<file path="src/rtl/vga_pkg.sv">
// Shared definitions for the bouncing-box animator: screen defaults,
// FSM state encoding and the per-axis move/bounce helper.
package vga_pkg;

  localparam int H_VISIBLE_DEF = 640;
  localparam int V_VISIBLE_DEF = 480;
  localparam int BOX_SIZE_DEF  = 101;

  localparam int POS_W  = 11;
  localparam int CALC_W = 12;

  typedef enum logic [1:0] {
    ST_WAIT   = 2'd0,
    ST_MOVE_X = 2'd1,
    ST_MOVE_Y = 2'd2,
    ST_COMMIT = 2'd3
  } vga_state_t;

  // Result of moving one axis by one step.
  typedef struct packed {
    logic [POS_W-1:0] pos;
    logic             dir;
    logic             bounce;
  } axis_move_t;

  // Move one axis, clamping at 0 / max_pos and reversing on contact.
  // The sum is formed in CALC_W bits so it can never wrap.
  function automatic axis_move_t axis_move(
    input logic [POS_W-1:0]  pos,
    input logic              dir,
    input logic [3:0]        step,
    input logic [CALC_W-1:0] max_pos
  );
    axis_move_t        r;
    logic [CALC_W-1:0] sum;
    sum      = {1'b0, pos} + {8'd0, step};
    r.pos    = pos;
    r.dir    = dir;
    r.bounce = 1'b0;
    if (dir) begin
      if (sum >= max_pos) begin
        r.pos    = max_pos[POS_W-1:0];
        r.dir    = 1'b0;
        r.bounce = 1'b1;
      end else begin
        r.pos = sum[POS_W-1:0];
      end
    end else begin
      if ({1'b0, pos} <= {8'd0, step}) begin
        r.pos    = '0;
        r.dir    = 1'b1;
        r.bounce = 1'b1;
      end else begin
        r.pos = pos - {7'd0, step};
      end
    end
    return r;
  endfunction

endpackage

</file>
<file path="src/rtl/vga_vs_edge_detect.sv">
// Turns the active-low VS input into a one-cycle frame_tick on each
// falling edge. The sample register resets to 0 so a VS that is already
// low when reset releases is not mistaken for a new frame.
module vga_vs_edge_detect (
  input  logic vga_clk,
  input  logic reset,
  input  logic vs,
  output logic frame_tick
);

  logic vs_q;

  // Sample VS and flag the 1 -> 0 transition.
  always_ff @(posedge vga_clk or negedge reset) begin
    if (!reset) begin
      vs_q       <= 1'b0;
      frame_tick <= 1'b0;
    end else begin
      vs_q       <= vs;
      frame_tick <= vs_q & ~vs;
    end
  end

endmodule

</file>
<file path="src/rtl/vga_box_animator.sv">
// Moves a square around the visible area, bouncing off the edges.
// Each accepted frame runs WAIT -> MOVE_X -> MOVE_Y -> COMMIT; the new
// position and directions are staged and only become visible together
// at COMMIT, four edges after the frame_tick edge.
// frame_tick is a pure one-cycle pulse with no back-pressure: a tick
// that arrives while an update is in flight is simply dropped.
module vga_box_animator
  import vga_pkg::*;
#(
  parameter int H_VISIBLE = H_VISIBLE_DEF,
  parameter int V_VISIBLE = V_VISIBLE_DEF,
  parameter int BOX_SIZE  = BOX_SIZE_DEF,
  parameter int INIT_X    = 100,
  parameter int INIT_Y    = 100
) (
  input  logic        vga_clk,
  input  logic        reset,
  input  logic        VS,
  input  logic        enable,
  input  logic [3:0]  step,
  input  logic [3:0]  frame_div,
  output logic [10:0] box_x,
  output logic [10:0] box_y,
  output logic        dir_x,
  output logic        dir_y,
  output logic        frame_tick,
  output logic        bounce_pulse,
  output logic [15:0] bounce_count,
  output vga_state_t  state_dbg
);

  localparam logic [CALC_W-1:0] XMAX   = CALC_W'(H_VISIBLE - BOX_SIZE);
  localparam logic [CALC_W-1:0] YMAX   = CALC_W'(V_VISIBLE - BOX_SIZE);
  localparam logic [POS_W-1:0]  INIT_XV = POS_W'(INIT_X);
  localparam logic [POS_W-1:0]  INIT_YV = POS_W'(INIT_Y);

  vga_state_t       state, state_nx;
  logic [3:0]       frame_cnt;
  logic [3:0]       step_q;
  logic [POS_W-1:0] nx_q, ny_q;
  logic             ndx_q, ndy_q;
  logic             bx_q, by_q;
  axis_move_t       mv_x, mv_y;
  logic [1:0]       bounce_add;
  logic [16:0]      bc_sum;
  logic             accept;

  vga_vs_edge_detect u_vs_edge (
    .vga_clk    (vga_clk),
    .reset      (reset),
    .vs         (VS),
    .frame_tick (frame_tick)
  );

  assign state_dbg  = state;
  assign accept     = (state == ST_WAIT) && frame_tick && enable;
  assign mv_x       = axis_move(box_x, dir_x, step_q, XMAX);
  assign mv_y       = axis_move(box_y, dir_y, step_q, YMAX);
  assign bounce_add = {1'b0, bx_q} + {1'b0, by_q};
  assign bc_sum     = {1'b0, bounce_count} + {15'd0, bounce_add};

  // State register.
  always_ff @(posedge vga_clk or negedge reset) begin
    if (!reset) begin
      state <= ST_WAIT;
    end else begin
      state <= state_nx;
    end
  end

  // Next-state: leave WAIT only when the frame divider has run out.
  always_comb begin
    state_nx = state;
    case (state)
      ST_WAIT:   if (accept && (frame_cnt == frame_div)) state_nx = ST_MOVE_X;
      ST_MOVE_X: state_nx = ST_MOVE_Y;
      ST_MOVE_Y: state_nx = ST_COMMIT;
      ST_COMMIT: state_nx = ST_WAIT;
      default:   state_nx = ST_WAIT;
    endcase
  end

  // Datapath: frame divider, staged per-axis moves, atomic commit.
  // A frame_div lowered below the current count lets frame_cnt wrap
  // through 15 back to the new target; that is accepted behaviour.
  always_ff @(posedge vga_clk or negedge reset) begin
    if (!reset) begin
      frame_cnt    <= 4'd0;
      step_q       <= 4'd0;
      nx_q         <= INIT_XV;
      ny_q         <= INIT_YV;
      ndx_q        <= 1'b1;
      ndy_q        <= 1'b1;
      bx_q         <= 1'b0;
      by_q         <= 1'b0;
      box_x        <= INIT_XV;
      box_y        <= INIT_YV;
      dir_x        <= 1'b1;
      dir_y        <= 1'b1;
      bounce_pulse <= 1'b0;
      bounce_count <= 16'd0;
    end else begin
      bounce_pulse <= 1'b0;
      case (state)
        ST_WAIT: begin
          if (accept) begin
            if (frame_cnt == frame_div) begin
              frame_cnt <= 4'd0;
              step_q    <= step;
            end else begin
              frame_cnt <= frame_cnt + 4'd1;
            end
          end
        end
        ST_MOVE_X: begin
          nx_q  <= mv_x.pos;
          ndx_q <= mv_x.dir;
          bx_q  <= mv_x.bounce;
        end
        ST_MOVE_Y: begin
          ny_q  <= mv_y.pos;
          ndy_q <= mv_y.dir;
          by_q  <= mv_y.bounce;
        end
        ST_COMMIT: begin
          box_x        <= nx_q;
          box_y        <= ny_q;
          dir_x        <= ndx_q;
          dir_y        <= ndy_q;
          bounce_pulse <= bx_q | by_q;
          bounce_count <= bc_sum[16] ? 16'hFFFF : bc_sum[15:0];
        end
        default: ;
      endcase
    end
  end

endmodule

</file>
<file path="config.mk">
export PLATFORM = sky130hd
export DESIGN_NAME = vga_box_animator
export DESIGN_NICKNAME = d
export VERILOG_FILES = /design/src/rtl/vga_pkg.sv /design/src/rtl/vga_vs_edge_detect.sv /design/src/rtl/vga_box_animator.sv
export SDC_FILE = /design/constraint.sdc
export NUM_CORES = 1
export LEC_CHECK = 0
export CAP_MARGIN = 30
export CELL_PAD_IN_SITES_DETAIL_PLACEMENT = 1
export CELL_PAD_IN_SITES_GLOBAL_PLACEMENT = 2
export CORE_AREA = 2 2 124 126
export CTS_CLUSTER_DIAMETER = 60
export DETAILED_ROUTE_END_ITERATION = 7
export DIE_AREA = 0 0 126 128
export GPL_ROUTABILITY_DRIVEN = 0
export PLACE_DENSITY_LB_ADDON = 0.1
export SLEW_MARGIN = 10
export SYNTH_ARGS = -nofsm -noshare
export SYNTH_HDL_FRONTEND = slang
export SYNTH_SLANG_ARGS = --single-unit
export TNS_END_PERCENT = 30
</file>
<file path="constraint.sdc">
create_clock -name vga_clk -period 5.3 [get_ports vga_clk]
set_clock_uncertainty 0.2 [all_clocks]
set_input_delay 0.53 -clock vga_clk [delete_from_list [all_inputs] [get_ports vga_clk]]
set_output_delay 0.53 -clock vga_clk [all_outputs]
set_load 0.03 [all_outputs]
</file>
Word-level counts from Yosys, hierarchy flattened
Index checks and enable logic that the tools add are counted.
{ "classes": {"reduce_logical": 6, "n_lt_le_gt_ge": 4, "n_bitwise": 3, "eq_ne": 5, "add_sub_neg": 7, "mux": 15} }
{ "ops": {"columns": ["operator", "count"], "rows": [
  ["11-bit two-way mux", 4],
  ["13-bit two-way mux", 2],
  ["11-bit by 4-bit adder with 12-bit output", 2],
  ["11-bit by 4-bit less-or-equal comparator with 1-bit output", 2],
  ["11-bit by 4-bit subtractor with 11-bit output", 2],
  ["16-bit by 2-bit adder with 17-bit output", 1],
  ["16-bit two-way mux", 1],
  ["12-bit by 10-bit greater-or-equal comparator with 1-bit output, second input constant", 1],
  ["12-bit by 9-bit greater-or-equal comparator with 1-bit output, second input constant", 1],
  ["2-bit two-way mux", 5],
  ["2-bit one-hot mux with 4 select lines", 1],
  ["4-bit by 1-bit adder with 4-bit output, second input constant", 1],
  ["2-bit == test, second input constant", 2],
  ["4-bit == test", 1],
  ["4-bit two-way mux", 1],
  ["1-bit logical AND", 3],
  ["3-bit AND reduction", 1],
  ["1-bit by 1-bit adder with 2-bit output", 1],
  ["2-bit by 1-bit == test with 1-bit output, second input constant", 1],
  ["2-bit logical NOT", 1],
  ["2-bit by 1-bit inequality test with 1-bit output, second input constant", 1],
  ["2-bit AND reduction", 1],
  ["1-bit bitwise AND", 1],
  ["1-bit two-way mux", 1],
  ["other kinds (2)", 2]
]} }
{ "word_totals": {"in_bits": 12, "reg_bits": 79, "output_inout_bits": 44} }

Logic depth before layout (Yosys ltp)
Gate-level depths: netlist (run 1).
{ "depth": {"depth_word": 6, "ltp_mapped": 11, "ltp_nobuf": 11} }

Cells and area by module
Synthesis (run 1) repeated with hierarchy kept, for this count alone.
{ "unflattened": {"hier_cells": 500, "hier_area_um2": 4918.5} }
{ "by_module_without_submodules": {"columns": ["module", "area_each_um2", "cells_per_inst", "n_inst"], "rows": [
  ["vga_box_animator", 4854.7, 497, 1],
  ["vga_vs_edge_detect", 63.8, 3, 1]
]} }

Worst setup path after synthesis (run 1)
Ideal clock, no wire load.
{ "synth_path": {"kind": "register to register", "start": "register box_x[3]", "end": "register nx_q[4]", "path_buffers": 1, "stages_incl_launch_ff": 10, "setup_slack_ps": 2370, "arrival_ps": 2607, "required_time_ps": 4977, "synth_period_minus_slack_ps": 2930, "path_cell_list": "dfrtp_1 > ha_1 > clkbuf_1 > nor2b_1 > a211oi_1 > o211ai_1 > a32o_1 > o31ai_2 > nand3_1 > o221a_2"} }
{ "synth_between": {"elab_chain_len": 4, "elab_cells_between_ends": 7, "classes_between": "2 x add/sub; 2 x order compare; 3 x mux"} }
{ "synth_lines": {"columns": ["element", "line", "rtl"], "rows": [
  ["from (decl)", "vga_box_animator.sv:22", "output logic [10:0] box_x,"],
  ["from (signal assigned)", "vga_box_animator.sv:126", "box_x <= nx_q;"],
  ["11-bit by 4-bit adder with 12-bit output", "vga_pkg.sv:36", "sum = {1'b0, pos} + {8'd0, step};"],
  ["12-bit by 10-bit greater-or-equal comparator with 1-bit output", "vga_pkg.sv:41", "if (sum >= max_pos) begin"],
  ["11-bit two-way mux", "vga_pkg.sv:41", null],
  ["13-bit two-way mux (*)", "vga_pkg.sv:40", "if (dir) begin"],
  ["to (signal assigned)", "vga_box_animator.sv:116", "nx_q <= mv_x.pos;"],
  ["to (decl)", "vga_box_animator.sv:40", "logic [POS_W-1:0] nx_q, ny_q;"]
]} }
Mark *: on every way between the ends. The rest lies on a longest branch, timed or not.
A chain may end at the register's enable or synchronous reset.

Final worst setup path (run 1)
{ "layout_path": {"start": "register step_q[1]", "end": "register nx_q[4]"} }
{ "layout_between": {"elab_chain_len": 4, "elab_cells_between_ends": 7, "classes_between": "2 x add/sub; 2 x order compare; 3 x mux"} }
{ "layout_lines": {"columns": ["element", "line", "rtl"], "rows": [
  ["from (decl)", "vga_box_animator.sv:39", "logic [3:0] step_q;"],
  ["from (signal assigned)", "vga_box_animator.sv:109", "step_q <= step;"],
  ["11-bit by 4-bit adder with 12-bit output", "vga_pkg.sv:36", null],
  ["12-bit by 10-bit greater-or-equal comparator with 1-bit output", "vga_pkg.sv:41", null],
  ["11-bit two-way mux", "vga_pkg.sv:41", null],
  ["13-bit two-way mux (*)", "vga_pkg.sv:40", null]
]} }
Marked as above.

==> results of run 1 <==
[logic make-up after synthesis]
kind of cell	share of synthesized area (%)
fa+ha+maj	7.89
flops	40.6
compound gates	16.3
mux	6.21
simple gates	17.2
buf+inv	4.86
xor+xnor	6.95
[layout by cell type (no fill, tap or decap), types with 5 or more instances in the layout]
master	n
a21o_1	7
a21oi_1	25
a31oi_1	13
and3_1	9
clkbuf_16	9
clkdlybuf4s50_1	54
dfrtp_1	63
dfstp_2	16
fa_1	5
ha_1	23
inv_1	31
mux2_2	24
nand2_1	39
nand2b_1	13
nand3_1	17
nand4_1	9
nor2_1	33
nor2b_1	12
nor3_1	11
nor4_1	5
o21a_1	5
o21ai_0	37
xnor2_1	19
xor2_1	20
[state kept, by name (all words and copies together), names as in the netlist, 2 cells and up]
signal,count
bounce_count,16
box_x,11
box_y,11
frame_cnt,4
nx_q,11
ny_q,11
state_dbg,2
step_q,4
[where the power goes]
group	internal, mW	switching (mW)	total [mW]
Combinational	1.00	1.33	2.33
Clock	0.378	0.267	0.646
Sequential	0.884	0.325	1.21
[metal layers]
layer / global-route usage (%) / vias to the layer above / wire (µm)
met4: 6.85 / 0 / 265
met2: 30.6 / 57 / 6800
met5: 0 / - / 0
li1: - / 1921 / -
met1: 23.1 / 2036 / 6250
met3: 2.17 / 19 / 276
[repair_timing]
action                                 4_1_cts  5_1_grt
endpoints found under the hold margin       19        0
hold buffers                                 1        0
setup buffers                                0        0
[final cells by class]
type	instances	area, µm²
timing repair buffer	60	603
sequential	79	2000
fill	1714	8930
multi-input combinational	382	2680
clock inverter	5	58.8
inverter	32	120
clock buffer	11	243
tap	188	235
[through the flow]
stage	power, mW	std cells	setup slack [ns]
5_1_grt	4.55	757	1.56
2_1_floorplan	2.81	521	2.37
4_1_cts	4.21	755	1.84
6_report	4.19	757	1.86
3_5_place_dp	3.54	738	1.86
3_3_place_gp	3.50	738	1.98
[worst min-delay path by stage]
stage	end	slack (ns)	cells after the start
global route	u_vs_edge.frame_tick	0.31	1
floorplan	bounce_count[0]	0.03	0
CTS	u_vs_edge.frame_tick	0.29	1
detailed placement	u_vs_edge.frame_tick	0.27	1
finish	u_vs_edge.frame_tick	0.28	1
global placement	u_vs_edge.frame_tick	0.25	1
==> run metrics, run 1 <==
status=completed; Crit path depth=9; PortBufs=between 50 and 60; Final Hold Slack=about 0.28 ns; total CTS buffers=9; number of synthesized register bits=79; worst r2r src=step_q[1]; most common cell in the netlist=dfrtp_1; Synth Net Count=~560; crit-path leading delay family=compound AO/OA/AOI/OAI gates; sequential area share after synthesis=40.6%; Via Count=4033; # IOs=56; arrival time at the worst endpoint=3.47 ns; clock sink count=79; Yosys warning count=0; max-slew violation count=0; area leader, netlist=dfrtp_1; Resized cells post-CTS=0; Hold Crit Class=reg2reg; crit end category=register; asr flop ratio synth=100%; Hold Vio Cnt, Final=0; Yosys cell types=63; 1st-iter DRT viols=190; Layout Nets=about 600; leakage=2.48 nW; required time of the critical path=5.33 ns; PD cells=just over 700 mW/mm²; Initial Utilization=33.1%; Crit Path Class=reg2reg; Remaining DRCs=0; Buf/Inv on CP=1; clk root buf=clkbuf_16; Area contributors post-synth=dfrtp_1, dfstp_2, ha_1, mux2_2, o21ai_0; Total GRT Usage=17.8%; antenna violations before repair=0; vias in the first global route=about 4300; CP Launch Type=register; worst skew pair latency=0.35 ns; Clk pin slew, worst setup/hold paths=0.07 ns; capture point of the worst path=nx_q[4]; area growth from synthesis to final layout=20.8%; Slowest-stage cell, CP=o31ai_2; Worst Reg-to-Reg Cells=9; setup tns final=0 ns; final period utilization=64.8%; fmax=~290 MHz; DRT Pass-1 Iters=6; Max Cap Viol=0; die area=between 0.015 and 0.02 mm²; synth cell count leaders=dfrtp_1, nand2_1, o21ai_0, nor2_1, inv_1; Main synth FF type=dfrtp_1; routed len/inst=18.0 µm; crit-path cells=inv_1 -> ha_1 -> nand2b_1 -> a221oi_1 -> o21ai_0 -> xnor2_1 -> o31ai_2 -> nand3_1 -> o221a_2; final worst path period need=between 3 and 4 ns; Syn Area/Cell=9.44 µm²; vias per inst=5.33; Core Footprint=0.0149 mm²; Cell Rows=45; Core Util, Final=39.9%; Post-DP HPWL=9.76 mm; Congestion Overflow GR=0; reg-to-reg endpoint=nx_q[4]; Peak VDD IR=between 0.2 and 0.25 mV; final setup violation count=0; CTS H-Tree Depth=3; crit-path max cell delay=0.56 ns; critical path startpoint=step_q[1]; final WL=~14 mm; Slew headroom=between 50 and 60%; first-pass GRT wire length=22.8 mm; layout cells sized above 1=between 10% and 20%; hold path start=u_vs_edge.vs_q; slew of the pin with the lowest slew margin=0.722 ns; largest net degree at the start of global routing=55; Finished Cell Area=0.00594 mm²; RSZ-0062 raised after global routing=no; Post-DP Area=0.00560 mm²; area share of the largest cell type after synthesis=32.1%; Mapped Area=0.00492 mm²; post-route antenna net violation count=0; Antenna Cells=0; CP Max Fanout=6; Reg2Reg Setup Slack=1.86 ns; TritonCTS clock tree=yes; Post-synth EDFFs=0; Die Ht=128 µm; clock tree buffer depth=2; die width=126 µm; Mapped Cells=521
(Power assumes the default switching activity.)
==> run 2: changes to the inputs <==
- CORE_AREA: 2 2 124 126 -> 2 2 127 129
- DIE_AREA: 0 0 126 128 -> 0 0 129 131
- clock period: 5.3 -> 3.08 ns (I/O delays scaled with it)
==> run 2 against run 1 <==
  * Critical path depth unchanged
  * Core utilization down 0.42 points
  * First-iteration DRC count up 17%
  * Wire length up 1.4%
  * Maximum frequency up 19%
  * Register-to-register slack worse by 1.7 ns
  * Cell count up 6.5%
  * Worst hold slack worse by 0.051 ns
  * Global-route usage down 0.53 points
  * Non-clock buffer count up 21
  * Critical endpoint is now nx_q[3]
==> run metrics, run 2 (synthesized netlist as in run 1, its figures left out) <==
slew of the pin with the lowest slew margin=0.721 ns (was 0.722 ns); Filler cells=1785 (was 1714); crit-path leading delay family=compound AO/OA/AOI/OAI gates (unchanged); Crit Path Class=reg2reg (unchanged); Layout Nets=625 (was 604); area growth from synthesis to final layout=25.4% (was 20.8%); required time of the critical path=3.11 ns (was 5.33 ns); worst slack, placed=0.0455 ns (was 1.86 ns); hold path start=VS (was u_vs_edge.vs_q); leakage=2.58 nW (was 2.48 nW); crit-path max cell delay=0.57 ns (was 0.56 ns); Slew headroom=51.9% (was 51.8%); Die Ht=131 µm (was 128 µm); Initial Utilization=31.5% (was 33.1%); clk root buf=clkbuf_16 (unchanged); CP Launch Type=register (unchanged); total CTS buffers=9 (unchanged); layout cells sized above 1=16.6% (was 12.1%); routed len/inst=17.1 µm (was 18.0 µm); post-route antenna net violation count=0 (unchanged); max-slew violation count=0 (unchanged); PortBufs=55 (unchanged); clock sink count=79 (unchanged); status=completed (unchanged); Max Cap Viol=0 (unchanged); Remaining DRCs=0 (unchanged); arrival time at the worst endpoint=2.91 ns (was 3.47 ns); RSZ-0062 raised after global routing=no (unchanged); Total GRT Usage=17.3% (was 17.8%); die width=129 µm (was 126 µm); crit-path cells=ha_1 -> nand2b_1 -> a211oi_2 -> o211ai_1 -> a32o_1 -> o31ai_2 -> buf_4 -> a31oi_1 -> mux2_2 (was inv_1 -> ha_1 -> nand2b_1 -> a221oi_1 -> o21ai_0 -> xnor2_1 -> o31ai_2 -> nand3_1 -> o221a_2); Antenna Cells=0 (unchanged); final setup margin=0.203 ns (was 1.86 ns); Seq pwr share=26.7% (was 28.9%); CP Max Fanout=6 (unchanged); first-pass GRT wire length=22.7 mm (was 22.8 mm); Most flops, register=bounce_count (unchanged); PD cells=1220 mW/mm² (was 705 mW/mm²); Peak VDD IR=0.338 mV (was 0.246 mV); Core Footprint=0.0156 mm² (was 0.0149 mm²); final WL=13.8 mm (was 13.6 mm); TritonCTS clock tree=yes (unchanged); fmax=348 MHz (was 291 MHz); worst r2r src=box_x[2] (was step_q[1]); Post-DP HPWL=10.3 mm (was 9.76 mm); crit end category=register (unchanged); Via Count=4053 (was 4033); # IOs=56 (unchanged); Logic pwr share=57.8% (was 55.7%); max FFs per register=16 (unchanged); Post-DP Area=0.00580 mm² (was 0.00560 mm²); final setup violation count=0 (unchanged); Slowest-stage cell, CP=dfstp_2 (was o31ai_2); Hold Crit Class=in2reg (was reg2reg); post-CTS setup buffer count=0 (unchanged); Congestion Overflow GR=0 (unchanged); Power Internal=4.12 mW (was 2.27 mW); vias per inst=5.03 (was 5.33); Cell Rows=46 (was 45); largest net degree at the start of global routing=45 (was 55); DRT Pass-1 Iters=4 (was 6); vias in the first global route=4263 (was 4282); Hold Vio Cnt, Final=0 (unchanged); die area=0.0169 mm² (was 0.0161 mm²); clock share of power=15.5% (was 15.4%); setup tns final=0 ns (unchanged); antenna violations before repair=0 (unchanged); Placed Cells=789 (was 738); Final Hold Slack=0.224 ns (was 0.275 ns); critical path startpoint=box_x[2] (was step_q[1]); Finished Cell Area=0.00616 mm² (was 0.00594 mm²); Net Switching=3.37 mW (was 1.92 mW); Clk pin slew, worst setup/hold paths=0.06 ns (was 0.07 ns); sw frac=45.0% (was 45.9%); most common cell after layout, fill and taps aside=dfrtp_1 (unchanged); final worst path period need=2.88 ns (was 3.44 ns); worst skew pair latency=0.35 ns (about the same); fin cells=806 (was 757); clock tree buffer depth=2 (unchanged); 1st-iter DRT viols=223 (was 190); final period utilization=93.4% (was 64.8%); CTS H-Tree Depth=3 (unchanged); Buf/Inv on CP=1 (unchanged); most frequent cells in the layout=dfrtp_1, clkdlybuf4s50_1, nand2_1 (unchanged)
run 2: power groups by stage:
stage / Combinational [mW] / Clock (mW) / Sequential, mW
after floorplan: 2.64 / 0 / 2.19
after global placement: 4.25 / 0 / 2.01
after detailed placement: 4.28 / 0 / 2.03
after CTS: 4.32 / 1.19 / 2.01
after global routing: 4.81 / 1.25 / 2.08
final: 4.33 / 1.16 / 2.00
run 2: worst paths after layout:
| path | end | slack [ns] | depth (start not counted) |
|---|---|---|---|
| max in group asynchronous | ny_q[6] | 1.57 | 3 |
| worst max register to register | nx_q[3] | 0.20 | 9 |
| worst min-delay path | u_vs_edge.vs_q | 0.22 | 1 |
| worst min register to register | ny_q[5] | 0.28 | 2 |
| min in group asynchronous | box_x[3] | 0.30 | 2 |
| worst max-delay path | nx_q[3] | 0.20 | 9 |
run 2: layout make-up:
| cell class | count | area, µm² | area share [%] |
|---|---|---|---|
| Multi-Input combinational cell | 382 | 2710 | 43.9 |
| Sequential cell | 79 | 2000 | 32.4 |
| Inverter | 32 | 120 | 1.95 |
| Clock inverter | 7 | 97.6 | 1.58 |
| Tap cell | 216 | 270 | 4.38 |
| Clock buffer | 9 | 225 | 3.65 |
| Timing Repair Buffer | 81 | 746 | 12.1 |
run 2: per-layer routing:
metal	GRT usage (%)	wire [µm]	vias to the layer above	share of wire [%]
met3	4.85	571	11	4.1
met4	3.07	122	0	0.88
met2	27.5	6220	64	45
li1	-	-	1958	-
met5	0	0	-	0
met1	24.0	6880	2020	50
run 2: through the flow:
step | total power [mW] | util [%]
global route | 8.13 | 39.5
global placement | 6.26 | 37.2
CTS | 7.52 | 39.3
detailed placement | 6.31 | 37.2
finish | 7.49 | 39.5
floorplan | 4.83 | -
run 2: repair_timing:
item | 4_1_cts | 5_1_grt
endpoints found under the setup margin | 0 | 17
endpoints found under the hold margin | 34 | 0
resized for setup | 0 | 7
hold buffers | 1 | 0
==> run 3: changes to the inputs <==
- CTS_CLUSTER_SIZE: default -> 30
- HOLD_SLACK_MARGIN: default -> 0.06
- SETUP_SLACK_MARGIN: default -> 0.4
==> run 3 against run 2 <==
  * Cell area grew 6.2%
  * Global-route usage grew 0.88 points
  * Sequential share of layout area shrank 1.8 points
  * Highest routed layer unchanged
==> run metrics, run 3 (synthesized netlist as in run 1, its figures left out) <==
required time of the critical path=3.11 ns (about the same); final worst path period need=2.83 ns (was 2.88 ns); total CTS buffers=9 (unchanged); largest net degree at the start of global routing=43 (was 45); 1st-iter DRT viols=154 (was 223); slew of the pin with the lowest slew margin=0.607 ns (was 0.721 ns); Max Cap Viol=0 (unchanged); FF+latch area=0.00200 mm² (about the same); final setup violation count=0 (unchanged); CP Launch Type=register (unchanged); final WL=14.5 mm (was 13.8 mm); Antenna Cells=0 (unchanged); Layout Nets=646 (was 625); leakage=2.70 nW (was 2.58 nW); vias in the first global route=4428 (was 4263); worst r2r src=box_x[2] (unchanged); post-route antenna net violation count=0 (unchanged); clock sink count=79 (unchanged); Remaining DRCs=0 (unchanged); Crit Path Class=reg2reg (unchanged); CP Max Fanout=5 (was 6); TritonCTS clock tree=yes (unchanged); Hold Crit Class=in2reg (unchanged); layout cells sized above 1=25.4% (was 16.6%); die width=129 µm (unchanged); Post-DP Area=0.00585 mm² (was 0.00580 mm²); Slowest-stage cell, CP=dfstp_2 (unchanged); Hold Vio Cnt, Final=0 (unchanged); fin cells=826 (was 806); area growth from synthesis to final layout=33.1% (was 25.4%); antenna violations before repair=0 (unchanged); worst skew pair latency=0.34 ns (was 0.35 ns); CTS H-Tree Depth=3 (unchanged); first-pass GRT wire length=23.7 mm (was 22.7 mm); routed len/inst=17.5 µm (was 17.1 µm); fmax=353 MHz (was 348 MHz); Filler cells=1753 (was 1785); Clk pin slew, worst setup/hold paths=0.06 ns (about the same); hold path start=VS (unchanged); most frequent cells in the layout=dfrtp_1, clkdlybuf4s50_1, buf_4 (was dfrtp_1, clkdlybuf4s50_1, nand2_1); crit-path max cell delay=0.60 ns (was 0.57 ns); multi-input logic area=0.00293 mm² (was 0.00271 mm²); DRT Pass-1 Iters=4 (unchanged); # IOs=56 (unchanged); Via Count=4151 (was 4053); crit end category=register (unchanged); arrival time at the worst endpoint=2.86 ns (was 2.91 ns); die area=0.0169 mm² (unchanged); Most flops, register=bounce_count (unchanged); Placed Cells=784 (was 789); RSZ-0062 raised after global routing=yes (was no); most common cell after layout, fill and taps aside=dfrtp_1 (unchanged); status=completed (unchanged); clk root buf=clkbuf_16 (unchanged); hold endpoint=u_vs_edge.vs_q (unchanged); final period utilization=92.0% (was 93.4%); Finished Cell Area=0.00655 mm² (was 0.00616 mm²); setup tns final=0 ns (unchanged); vias per inst=5.03 (about the same); Initial Utilization=31.5% (unchanged); Slew headroom=59.5% (was 51.9%); Peak VDD IR=0.594 mV (was 0.338 mV); PortBufs=55 (unchanged); crit-path cells=ha_4 -> nand2b_4 -> a211oi_4 -> o211ai_1 -> a32o_2 -> o31ai_4 -> buf_12 -> a31oi_1 -> mux2_4 (was ha_1 -> nand2b_1 -> a211oi_2 -> o211ai_1 -> a32o_1 -> o31ai_2 -> buf_4 -> a31oi_1 -> mux2_2); Core Footprint=0.0156 mm² (unchanged); Reg2Reg Setup Slack=0.25 ns (was 0.20 ns); Cell Rows=46 (unchanged); reg-to-reg endpoint=nx_q[3] (unchanged); max-slew violation count=0 (unchanged); max FFs per register=16 (unchanged); Post-DP HPWL=10.5 mm (was 10.3 mm); Die Ht=131 µm (unchanged); PD cells=1230 mW/mm² (was 1220 mW/mm²); Worst Reg-to-Reg Cells=9 (unchanged); Congestion Overflow GR=0 (unchanged); Total GRT Usage=18.2% (was 17.3%); clock tree buffer depth=2 (unchanged); Hold Path Depth=1 (unchanged)
-- run 3: cell types whose count changed in the layout (fill, tap and decap cells not counted), moves of 4 or more --
cell and change:
inv_1 -4, ha_4 +7, dfrtp_1 -5, buf_4 +18, dfrtp_2 +5, ha_1 -7
-- run 3: worst max-delay path by stage --
stage | cells after the start | end | slack (ns) | from
final | 9 | nx_q[3] | 0.25 | box_x[2]
after global placement | 8 | nx_q[4] | 0.09 | box_x[2]
after detailed placement | 8 | nx_q[4] | 0.08 | box_x[2]
after global routing | 9 | nx_q[3] | 0.16 | box_x[2]
after floorplan | 9 | nx_q[4] | 0.37 | box_x[0]
after CTS | 10 | nx_q[3] | 0.19 | step_q[0]
-- run 3: cell type report --
type / count / area share (%)
multi-input cells: 382 / 44.7
inverters: 32 / 1.87
clock inverters: 5 / 0.898
flip-flops and latches: 79 / 30.6
repair buffers: 102 / 14.1
clock buffers: 10 / 3.65
well taps: 216 / 4.13
-- run 3: metal layers --
layer	track usage [%]	vias up	routed length (µm)
met3	2.36	28	254
met2	31.5	60	7190
met1	22.7	2067	6540
met4	8.25	0	475
met5	0	-	0
li1	-	1996	-
-- run 3: through the flow --
step,hold slack (ns),setup slack [ns],util [%],power (mW)
after floorplan,-0.188,0.368,-,4.99
after global placement,0.161,0.0886,37.5,6.34
after detailed placement,0.172,0.0783,37.5,6.42
after CTS,0.223,0.187,41.2,7.99
after global routing,0.225,0.161,42.0,8.69
final,0.235,0.247,42.0,8.07
-- run 3: power by group --
| part | switching, mW | total, mW | internal [mW] |
|---|---|---|---|
| Sequential | 0.512 | 2.04 | 1.53 |
| Clock | 0.455 | 1.10 | 0.646 |
| Combinational | 2.62 | 4.93 | 2.31 |
| Total | 3.59 | 8.07 | 4.48 |
-- run 3: timing repair --
item                                   CTS  global route
setup endpoints to repair               34            36
buffers inserted                        18             8
pin swaps                               10            12
endpoints found under the hold margin   33             0
resized for setup                       26            16
hold buffers                             1             0
-- run 3: critical path, delay by kind of cell (launching register included) --
kind                       cells  cell delay (ns)
AOI/OAI and AO/OA              5             1.09
adders and majority gates      1             0.24
buffers and inverters          1             0.15
DFF                            1             0.60
muxes                          1             0.27
and+or+nand+nor                1             0.17
